==> src/rtl/router_in_arbiter.sv <==
// Round-robin arbiter sharing the router's byte-wide input port among three packet sources.
// Holds the grant for a whole packet (header, payload, parity) and flags start timeouts and length mismatches.
module router_in_arbiter #(
    parameter int unsigned START_TIMEOUT = 16,
    parameter int unsigned TMR_W         = 5
) (
    input  logic        clk,
    input  logic        reset,
    input  logic [2:0]  req,
    input  logic [2:0]  src_pkt_valid,
    input  logic [23:0] src_data,
    input  logic        busy,
    output logic [2:0]  grant,
    output logic [2:0]  src_ready,
    output logic        pkt_valid,
    output logic [7:0]  data_in,
    output logic        timeout_err,
    output logic        len_err
);

    localparam int unsigned N_SRC = 3;
    localparam int unsigned CNT_W = 6;
    localparam logic [CNT_W-1:0] CNT_MAX  = '1;
    localparam logic [TMR_W-1:0] TMR_LAST = TMR_W'(START_TIMEOUT - 1);

    typedef enum logic [1:0] {IDLE, WAIT_HDR, XFER, GAP} state_t;

    state_t           state, state_nxt;
    logic [N_SRC-1:0] grant_nxt;
    logic [1:0]       rr_ptr, rr_ptr_nxt;
    logic [TMR_W-1:0] timer, timer_nxt;
    logic [CNT_W-1:0] byte_cnt, byte_cnt_nxt;
    logic [CNT_W-1:0] exp_len, exp_len_nxt;
    logic             timeout_err_nxt, len_err_nxt;
    logic             accept;
    logic             gsel_valid;
    logic [1:0]       cand1, cand2, pick;
    logic             pick_vld;

    function automatic logic [1:0] next_idx(input logic [1:0] i);
        return (i == 2'd2) ? 2'd0 : 2'(i + 2'd1);
    endfunction

    // Search order rr_ptr+1, rr_ptr+2, rr_ptr so the last winner has lowest priority
    always_comb begin
        cand1    = next_idx(rr_ptr);
        cand2    = next_idx(cand1);
        pick     = rr_ptr;
        pick_vld = 1'b1;
        if (req[cand1])       pick = cand1;
        else if (req[cand2])  pick = cand2;
        else if (req[rr_ptr]) pick = rr_ptr;
        else                  pick_vld = 1'b0;
    end

    always_ff @(posedge clk or posedge reset) begin
        if (reset) begin
            state       <= IDLE;
            grant       <= '0;
            rr_ptr      <= 2'd2;
            timer       <= '0;
            byte_cnt    <= '0;
            exp_len     <= '0;
            timeout_err <= 1'b0;
            len_err     <= 1'b0;
        end else begin
            state       <= state_nxt;
            grant       <= grant_nxt;
            rr_ptr      <= rr_ptr_nxt;
            timer       <= timer_nxt;
            byte_cnt    <= byte_cnt_nxt;
            exp_len     <= exp_len_nxt;
            timeout_err <= timeout_err_nxt;
            len_err     <= len_err_nxt;
        end
    end

    always_comb begin
        state_nxt       = state;
        grant_nxt       = grant;
        rr_ptr_nxt      = rr_ptr;
        timer_nxt       = timer;
        byte_cnt_nxt    = byte_cnt;
        exp_len_nxt     = exp_len;
        timeout_err_nxt = 1'b0;
        len_err_nxt     = 1'b0;
        case (state)
            IDLE: begin
                if (pick_vld) begin
                    grant_nxt  = N_SRC'(3'b001 << pick);
                    rr_ptr_nxt = pick;
                    timer_nxt  = '0;
                    state_nxt  = WAIT_HDR;
                end
            end
            WAIT_HDR: begin
                if (accept) begin
                    exp_len_nxt  = data_in[7:2];
                    byte_cnt_nxt = '0;
                    state_nxt    = XFER;
                end else if (timer == TMR_LAST) begin
                    grant_nxt       = '0;
                    timeout_err_nxt = 1'b1;
                    state_nxt       = GAP;
                end else begin
                    timer_nxt = TMR_W'(timer + 1'b1);
                end
            end
            XFER: begin
                if (accept) begin
                    if (pkt_valid) begin
                        if (byte_cnt != CNT_MAX) byte_cnt_nxt = CNT_W'(byte_cnt + 1'b1);
                    end else begin
                        len_err_nxt = (byte_cnt != exp_len);
                        grant_nxt   = '0;
                        state_nxt   = GAP;
                    end
                end
            end
            GAP:     state_nxt = IDLE;
            default: state_nxt = IDLE;
        endcase
    end

    // Port mux and back-pressure toward the granted source
    always_comb begin
        data_in    = '0;
        pkt_valid  = 1'b0;
        src_ready  = '0;
        gsel_valid = |(grant & src_pkt_valid);
        case (grant)
            3'b001:  data_in = src_data[7:0];
            3'b010:  data_in = src_data[15:8];
            3'b100:  data_in = src_data[23:16];
            default: data_in = '0;
        endcase
        case (state)
            WAIT_HDR: begin
                pkt_valid = gsel_valid;
                if (gsel_valid) src_ready = grant & {N_SRC{~busy}};
            end
            XFER: begin
                pkt_valid = gsel_valid;
                src_ready = grant & {N_SRC{~busy}};
            end
            default: ;
        endcase
    end

    assign accept = |src_ready;

endmodule

==> config.mk <==
export PLATFORM = sky130hd
export DESIGN_NAME = router_in_arbiter
export DESIGN_NICKNAME = d
export VERILOG_FILES = /design/src/rtl/router_in_arbiter.sv
export SDC_FILE = /design/constraint.sdc
export NUM_CORES = 1
export LEC_CHECK = 0
export BUFFER_PORTS_ARGS = -buffer_cell sky130_fd_sc_hd__buf_2
export CORE_MARGIN = 1
export CORE_UTILIZATION = 47
export DETAILED_ROUTE_END_ITERATION = 16
export PLACE_DENSITY = 0.82
export SYNTH_ARGS = -nofsm -noshare
export SYNTH_HDL_FRONTEND = slang
export SYNTH_SLANG_ARGS = --single-unit
==> constraint.sdc <==
create_clock -name clk -period 1.9 [get_ports clk]
set_clock_uncertainty 0.05 [all_clocks]
set_input_delay 0.38 -clock clk [delete_from_list [all_inputs] [get_ports clk]]
set_output_delay 0.38 -clock clk [all_outputs]
set_load 0.01 [all_outputs]
; Word-level counts from Yosys, hierarchy flattened
; Index checks and enable logic that the tools add are counted.
; W data, S select, Z words.
[op_classes]
n_addsub = 4
multipliers = 0
n_div = 0
order_cmp = 3
n_eq_ne = 21
shifts = 1
mux = 44
bitwise = 3
n_reduce_logical = 13
[ops]
columns = cell, count
row1 = $mux W6, 4
row2 = $pmux W8 S3, 1
row3 = $mux W2, 9
row4 = $mux W3, 6
row5 = $ne A2 B2 Y1 const B, 9
row6 = $mux W5, 3
row7 = $mux W1, 13
row8 = $pmux W6 S2, 1
row9 = $pmux W5 S2, 1
row10 = $lt A2 B3 Y1 const B, 3
row11 = $pmux W3 S3, 1
row12 = $eq A2 B2 Y1 const B, 4
row13 = $pmux W2 S4, 1
row14 = $reduce_and A4 Y1, 2
row15 = $add A6 B1 Y6 const B, 1
row16 = $and A3 B3 Y3, 2
row17 = $bmux W1 S2, 3
row18 = $ne A6 B6 Y1, 1
row19 = $ne A6 B6 Y1 const B, 1
row20 = $pmux W3 S2, 1
row21 = $reduce_and A6 Y1, 1
row22 = $reduce_or A3 Y1, 2
row23 = $add A5 B1 Y5 const B, 1
row24 = $eq A5 B4 Y1 const B, 1
row25 = 14 further kinds, 17
[word_totals]
register_bits = 26
latchBits = 0
ram_bits = 0
mem_bits_ro = 0
input_bits = 33
out_inout_bits = 17
word_cells = 97
memories = 0

; Logic depth before layout (Yosys ltp)
; Gate-level depths: netlist of the first run.
[depth]
ltp_word = 11
ltp_mapped = 8
ltp_nobuf = 8

; Worst setup path after synthesis of the first run
; No wires, ideal clock.
[synth_timing]
kind = register -> register
start = reg state[0]
end = reg grant[0]
setup_ns = 0.125
arrival_time_ns = 1.943
required_time_ns = 1.725
slack_ns = -0.218
path_stages_with_launch = 9
path_buffers = 1
synth_period_minus_slack_ns = 2.118
path_cell_list = dfrtp_1 -> inv_1 -> ha_1 -> nand2b_1 -> or3_1 -> buf_2 -> o2bb2ai_1 -> nand2_1 -> mux2_2
[synth_via]
elab_chain_cells = 5
word_cells_on_any_way = 15
cone_classes = eq/ne: 7 / mux: 3 / reduce/logical: 5
[synth_rtl]
columns = element, line
row1 = "start, declared", 28  ; state_t state, state_nxt;
row2 = "start signal, assigned", 67  ; state <= state_nxt;
row3 = $eq A2 B2 Y1 or $eq A2 B1 Y1 (tied branches), "87, 137"
row4 = $pmux W3 S2 or $reduce_or A2 Y1 (tied branches), --
row5 = $reduce_or A3 Y1 or $mux W1 (tied branches), "150, 137"
row6 = $ne A2 B2 Y1 (no line), --
row7 = $reduce_and A6 Y1 (no line), --
row8 = "end signal, assigned", 68  ; grant <= grant_nxt;
row9 = "end, declared", 13  ; output logic [2:0] grant,
; Parallel ways exist; a longest one is shown, timed or not.
; A chain may end at the register's enable or synchronous reset.

; Final worst setup path of the first run
[layout_timing]
start = reg grant[0]
end = out pkt_valid
[layout_via]
elab_chain_cells = 3
[layout_rtl]
columns = element, line
row1 = $and A3 B3 Y3, 130  ; gsel_valid = |(grant & src_pkt_valid);
row2 = $reduce_or A3 Y1, 130
row3 = $mux W1, 137  ; case (state)
row4 = "end, declared", 15  ; output logic pkt_valid,
; Every way passes these cells.

==> metrics.md, run 1 <==
| Metric | Value |
|---|---|
| # port buffers | `49` |
| CP top delay family | `buffers and inverters` |
| Skew-Pair Late Insertion Delay | `roughly 340 ps` |
| Initial Util | `0.502` |
| Post-DP Area | `between 0.002 and 0.0025 sq mm` |
| Endpoint class of the critical path | `output port` |
| I/O Pins | `50` |
| Die Width | `roughly 62 um` |
| Post-layout nets | `between 300 and 400` |
| RSZ-0062 raised after global routing | `yes` |
| Avg Inst Size Synth | `around 9 sq um` |
| P&R area growth vs syn | `67.7%` |
| Detail Route Antenna Nets | `0` |
| Initial antenna violation count | `0` |
| Hold slack | `306 ps` |
| Post-synth ARST share | `1.00` |
| Synth area leaders | `dfrtp_1 36%, mux2_2 6.6%, o21ai_0 5.8%` |
| Root buffer cell | `clkbuf_4` |
| TritonRoute pass-1 iters | `5` |
| Sequential area share after synthesis | `0.380` |
| Pwr per Cell Area | `roughly 1400 mW/mm^2` |
| CTS sink count | `26` |
| Slew HR | `0.694` |
| R2R setup slack | `-340 ps` |
| Gpl congestion | `0.842` |
| Cell area after layout | `around 0.0029 sq mm` |
| Area of the die | `slightly below 0.004 sq mm` |
| Diode count | `0` |
| TritonCTS Buffers | `3` |
| Critical Path Max Stage Delay | `between 400 and 500 ps` |
| Failing checks | `setup timing` |
| Largest net degree at the start of global routing | `15` |
| Outcome | `finished, violations left` |
| Actual slew at the worst max-slew pin | `459 ps` |
| Post-Layout Cell Count | `approximately 340` |
| Total stage count of the critical path | `5` |
| Gate Count Post-Synth | `192` |
| Die H | `roughly 62 um` |
| Synth Register Bits | `26` |
| Post-synth top area cell | `dfrtp_1` |
| Maxcap violations | `0` |
| Wirelength, routed | `7090 um` |
| R2R Path End | `state[1]` |
| Post-synth top area share | `0.365` |
| Core area | `0.00342 sq mm` |
| Cell Chain, Critical Path | `a222oi_1, buf_4, buf_6, and2b_1, buf_2` |
| CP max stage cell | `dfrtp_1` |
| CTS tree | `built` |
| Clk buf depth | `2` |
| Min-delay worst type | `in2reg` |
| Startpoint types | `flip-flop` |
| Number of global-route vias before repair | `around 1800` |
| Final-report max-slew violation count | `0` |
| Placed wire-length estimate | `approximately 3400 um` |
| WP buf/inv | `3` |
| Final min period | `2250 ps` |
| Mapped cell area | `0.00171 sq mm` |
| RR Startpoint | `grant[0]` |
| Final setup fails | `34` |
| Fmax | `0.445 GHz` |
| Final setup margin | `-349 ps` |
| Syn. warnings | `0` |
| Vias | `between 2000 and 2500` |
| Pleak | `roughly 0.0014 uW` |
| Critical path origin | `grant[0]` |
| Layout cells sized above 1 | `0.646` |
| Initial DRC count | `roughly 180` |
| Post-synth EDFFs | `0` |
| # H-tree levels | `1` |
| CP required | `1470 ps` |
| Crit path kind | `reg2out` |
| Netlist cell types | `41` |
| Post-synth top flop | `dfrtp_1` |
| Grt total ovfl | `0` |
| Syn nets | `between 200 and 250` |
| First-pass GRT wire length | `about 8600 um` |
| Count of final hold-check violations | `0` |
| GRT Total Usage | `0.280` |
| Drt wl/cell | `between 20 and 25 um` |
| Placed Instances | `roughly 310` |
| Num rows | `21` |
| Drt via density | `~6.3` |
| Fill count | `around 150` |
| Max rail drop VDD | `approximately 1.0 mV` |
| CP Data Arrival Time | `1820 ps` |
| FF-to-FF path depth | `7` |
| CP max FO | `3` |
| DRC | `0` |
| Fin crit share | `1.18` |
| Reg clk slew, reported paths | `roughly 150 ps` |
| CP Capture Point | `pkt_valid` |
[cell usage in the layout (no fill, tap or decap), types with 4 or more instances in the layout]
cell and count:
a22oi_2 8, a31oi_1 5, buf_2 48, buf_4 40, buf_6 12, dfrtp_1 25, inv_1 6, inv_2 4
mux2_2 8, nand2_1 11, nand2_2 7, nand2b_1 4, nor2_1 10, nor2b_4 4, o21ai_2 14, xnor2_1 6
xor2_1 4
[report_power, final]
group	switching, uW	internal, uW
logic	1530	1450
clock network	189	118
registers	147	702
[worst min path at each step]
stage | cells past startpoint | slack (ps) | end | from
2_1_floorplan | 1 | 370 | byte_cnt[0] | reset
3_3_place_gp | 2 | 340 | state[0] | reset
3_5_place_dp | 2 | 350 | state[0] | reset
4_1_cts | 3 | 290 | rr_ptr[1] | req[0]
5_1_grt | 3 | 330 | rr_ptr[0] | req[1]
6_report | 3 | 310 | rr_ptr[0] | req[1]
[cell families (layout without fill, tap and decap cells)]
family,after synthesis,in the layout,share of synthesized area
and+or+nand+nor,70,70,0.212
AOI/OAI and AO/OA,52,52,0.201
DFF,26,26,0.380
buffers and inverters,17,116,0.0387
xor gates and xnor gates,10,10,0.0511
muxes,10,10,0.0657
adders and majority gates,7,7,0.0511
[layout make-up]
class	count	area, sq um	share of cell area
sequential	26	652	0.227
multi-input combinational	149	1390	0.484
inverter	10	37.5	0.0131
tap	46	57.6	0.0200
clock buffer	4	36.3	0.0126
timing repair buffer	102	701	0.244
[cells in the mapped netlist, types with 4 or more instances]
| library cell | n |
|---|---|
| o21ai_0 | 20 |
| xor2_1 | 4 |
| nand2b_1 | 5 |
| ha_1 | 7 |
| mux2_2 | 10 |
| o31ai_1 | 4 |
| nor3_1 | 5 |
| clkbuf_1 | 5 |
| inv_1 | 10 |
| nand2_1 | 20 |
| dfrtp_1 | 25 |
| nor2_1 | 11 |
| a22oi_1 | 8 |
| nor2b_1 | 6 |
| xnor2_1 | 6 |
| a31oi_1 | 6 |
[stage by stage]
step | setup slack [ps] | total power (uW) | setup TNS (ps) | utilization
final | -349 | 4140 | -6220 | 0.842
after global routing | -396 | 4300 | -7340 | 0.842
after CTS | -212 | 3400 | -2640 | 0.747
after detailed placement | -295 | 2770 | -2140 | 0.665
after global placement | -136 | 2700 | -1200 | 0.665
after floorplan | -124 | 2010 | -870 | -
[worst reg2reg max path: stages, from the launching register on]
cell,delay [ps]
dfrtp_1,450
a222oi_1,380
buf_4,210
buf_4,120
a41oi_2,190
a31oi_4,230
nor2b_4,200
mux2_4,310
[registers in the layout, summed over array words and instances (netlist names)]
signal       cells
byte_cnt         6
rr_ptr           2
grant            3
state            2
exp_len          6
timer            5
len_err          1
timeout_err      1
[timing repair]
item                                    in CTS  in global routing
endpoints found under the setup margin      30                 28
hold buffers                                 1                  0
endpoints found under the hold margin        9                  0
resized for setup                           52                 59
setup buffers                                6                 14
pin swaps                                    9                 31
[per-layer routing]
metal / wire, um / track usage / up-vias
li1: - / - / 889
met1: 2680 / 0.365 / 999
met2: 3320 / 0.485 / 178
met3: 575 / 0.0347 / 46
met4: 513 / 0.0843 / 0
met5: 0 / 0 / -
No activity file was read; power rests on OpenSTA's default activity.
==> run 2: changes to the inputs <==
--- a/config.mk
+++ b/config.mk
@@ -7,9 +7,9 @@
 export LEC_CHECK = 0
 export BUFFER_PORTS_ARGS = -buffer_cell sky130_fd_sc_hd__buf_2
 export CORE_MARGIN = 1
-export CORE_UTILIZATION = 47
+export CORE_UTILIZATION = 52
 export DETAILED_ROUTE_END_ITERATION = 16
-export PLACE_DENSITY = 0.82
+export PLACE_DENSITY = 0.86
 export SYNTH_ARGS = -nofsm -noshare
 export SYNTH_HDL_FRONTEND = slang
 export SYNTH_SLANG_ARGS = --single-unit
==> constraint.sdc (replaced) <==
create_clock -name clk -period 2.4 [get_ports clk]
set_clock_uncertainty 0.05 [all_clocks]
set_input_delay 0.48 -clock clk [delete_from_list [all_inputs] [get_ports clk]]
set_output_delay 0.48 -clock clk [all_outputs]
set_load 0.01 [all_outputs]
==> metrics.md, run 2 (synthesis gave the netlist of run 1 again) <==
| Metric | Value |
|---|---|
| Reg clk slew, reported paths | `150 ps` |
| Area of the die | `approximately 0.0035 sq mm` |
| Wirelength, routed | `about 3900 um` |
| Startpoint types | `flip-flop` |
| CP required | `about 1900 ps` |
| Most frequent cells in the layout | `49 x buf_2, 24 x dfrtp_1, 20 x nand2_1, 20 x o21ai_0, 16 x buf_4` |
| CTS tree | `built` |
| Pleak | `about 0.0011 uW` |
| Placed Instances | `between 200 and 300` |
| # H-tree levels | `1` |
| TritonRoute pass-1 iters | `4` |
| Num rows | `20` |
| Final min period | `around 2300 ps` |
| Placed wire-length estimate | `roughly 2900 um` |
| Die Width | `roughly 59 um` |
| CP Data Arrival Time | `around 1800 ps` |
| Actual slew at the worst max-slew pin | `532 ps` |
| Max rail drop VDD | `slightly above 0.5 mV` |
| Drt via density | `5.50` |
| Fmax | `0.435 GHz` |
| Maxcap violations | `0` |
| Clk buf depth | `2` |
| Design Power | `~2200 uW` |
| Outcome | `completed` |
| Skew-Pair Late Insertion Delay | `~340 ps` |
| Hold buffers post-CTS | `0` |
| Diode count | `0` |
| First-pass GRT wire length | `between 6000 and 7000 um` |
| Grt total ovfl | `0` |
| Vias | `approximately 1600` |
| Endpoint class of the critical path | `output port` |
| Count of final hold-check violations | `0` |
| TritonCTS Buffers | `3` |
| Die H | `just under 60 um` |
| GRT Total Usage | `0.240` |
| Pwr per Cell Area | `about 1000 mW/mm^2` |
| Most common cell after layout, fill and taps aside | `buf_2` |
| Largest net degree at the start of global routing | `27` |
| Post-Layout Cell Count | `approximately 300` |
| CP max FO | `9` |
| Crit path kind | `reg2out` |
| Drt wl/cell | `about 13 um` |
| Final setup fails | `0` |
| Initial DRC count | `between 50 and 60` |
| Gpl congestion | `around 0.77` |
| Slew HR | `0.645` |
| P&R area growth vs syn | `26.5%` |
| # port buffers | `between 40 and 50` |
| Fin crit share | `0.958` |
| Core area | `0.00308 sq mm` |
| Min-delay worst type | `in2async` |
| Dpl ws | `approximately 160 ps` |
| Layout cells sized above 1 | `0.354` |
| Biggest regs | `byte_cnt x6, exp_len x6, timer x5` |
| Post-layout nets | `295` |
| Initial antenna violation count | `0` |
| CTS sink count | `26` |
| I/O Pins | `50` |
| Root buffer cell | `clkbuf_4` |
| Final-report max-slew violation count | `0` |
| Initial Util | `0.557` |
| Hold slack | `roughly 110 ps` |
| Final setup margin | `slightly above 100 ps` |
| DRC | `0` |
| Number of global-route vias before repair | `1510` |
| Detail Route Antenna Nets | `0` |
[run 2: cell types whose count changed in the layout (fill, tap and decap cells not counted), sizes merged]
cell,previous run,this run
dlygate4sd3,1,0
buf,101,65
[run 2: what timing repair did]
item	CTS	global route
endpoints found under the setup margin	3	3
resized for setup	1	4
pin swaps	1	2
buffers inserted	3	1
[run 2: layer usage]
metal,vias to the layer above,GRT usage,share of wire
met1,767,0.325,0.47
met2,56,0.384,0.48
met5,-,0,0
li1,810,-,-
met3,6,0.0328,0.044
met4,0,0.102,0.014
[run 2: final timing paths]
path / start / to / slack (ps) / cells past startpoint
max in group asynchronous: reset / rr_ptr[1] / 1890 / 3
worst min register to register: timer[2] / timer[2] / 480 / 1
worst max register to register: state[1] / byte_cnt[5] / 230 / 8
worst min-delay path: reset / timeout_err / 110 / 3
worst max-delay path: grant[1] / src_ready[2] / 100 / 5
min in group clk: req[1] / rr_ptr[0] / 360 / 3
[run 2: area by class of cell]
class	count	area [sq um]
clock buffer	4	36.3
fill	220	910
inverter	10	37.5
multi-input combinational	149	1020
sequential	26	653
tap	44	55.1
timing repair buffer	65	365
[run 2: report_power, final]
part           switching [uW]  leakage [uW]  internal [uW]
logic                     686      0.000704            634
registers                 122      0.000347            557
clock network             139     0.0000210           93.1
[run 2: stage by stage]
stage               cell area [sq um]  setup TNS, ps   util
floorplan                        1710              0      -
global placement                 2080              0  0.674
detailed placement               2080              0  0.674
CTS                              2140              0  0.695
global route                     2170        -0.0444  0.704
finish                           2170              0  0.704
[run 2: worst max-delay path, stage by stage (launching register included)]
cell	delay (ps)
dfrtp_1	500
a222oi_1	360
buf_4	210
a211oi_4	70
and2_1	170
buf_2	130
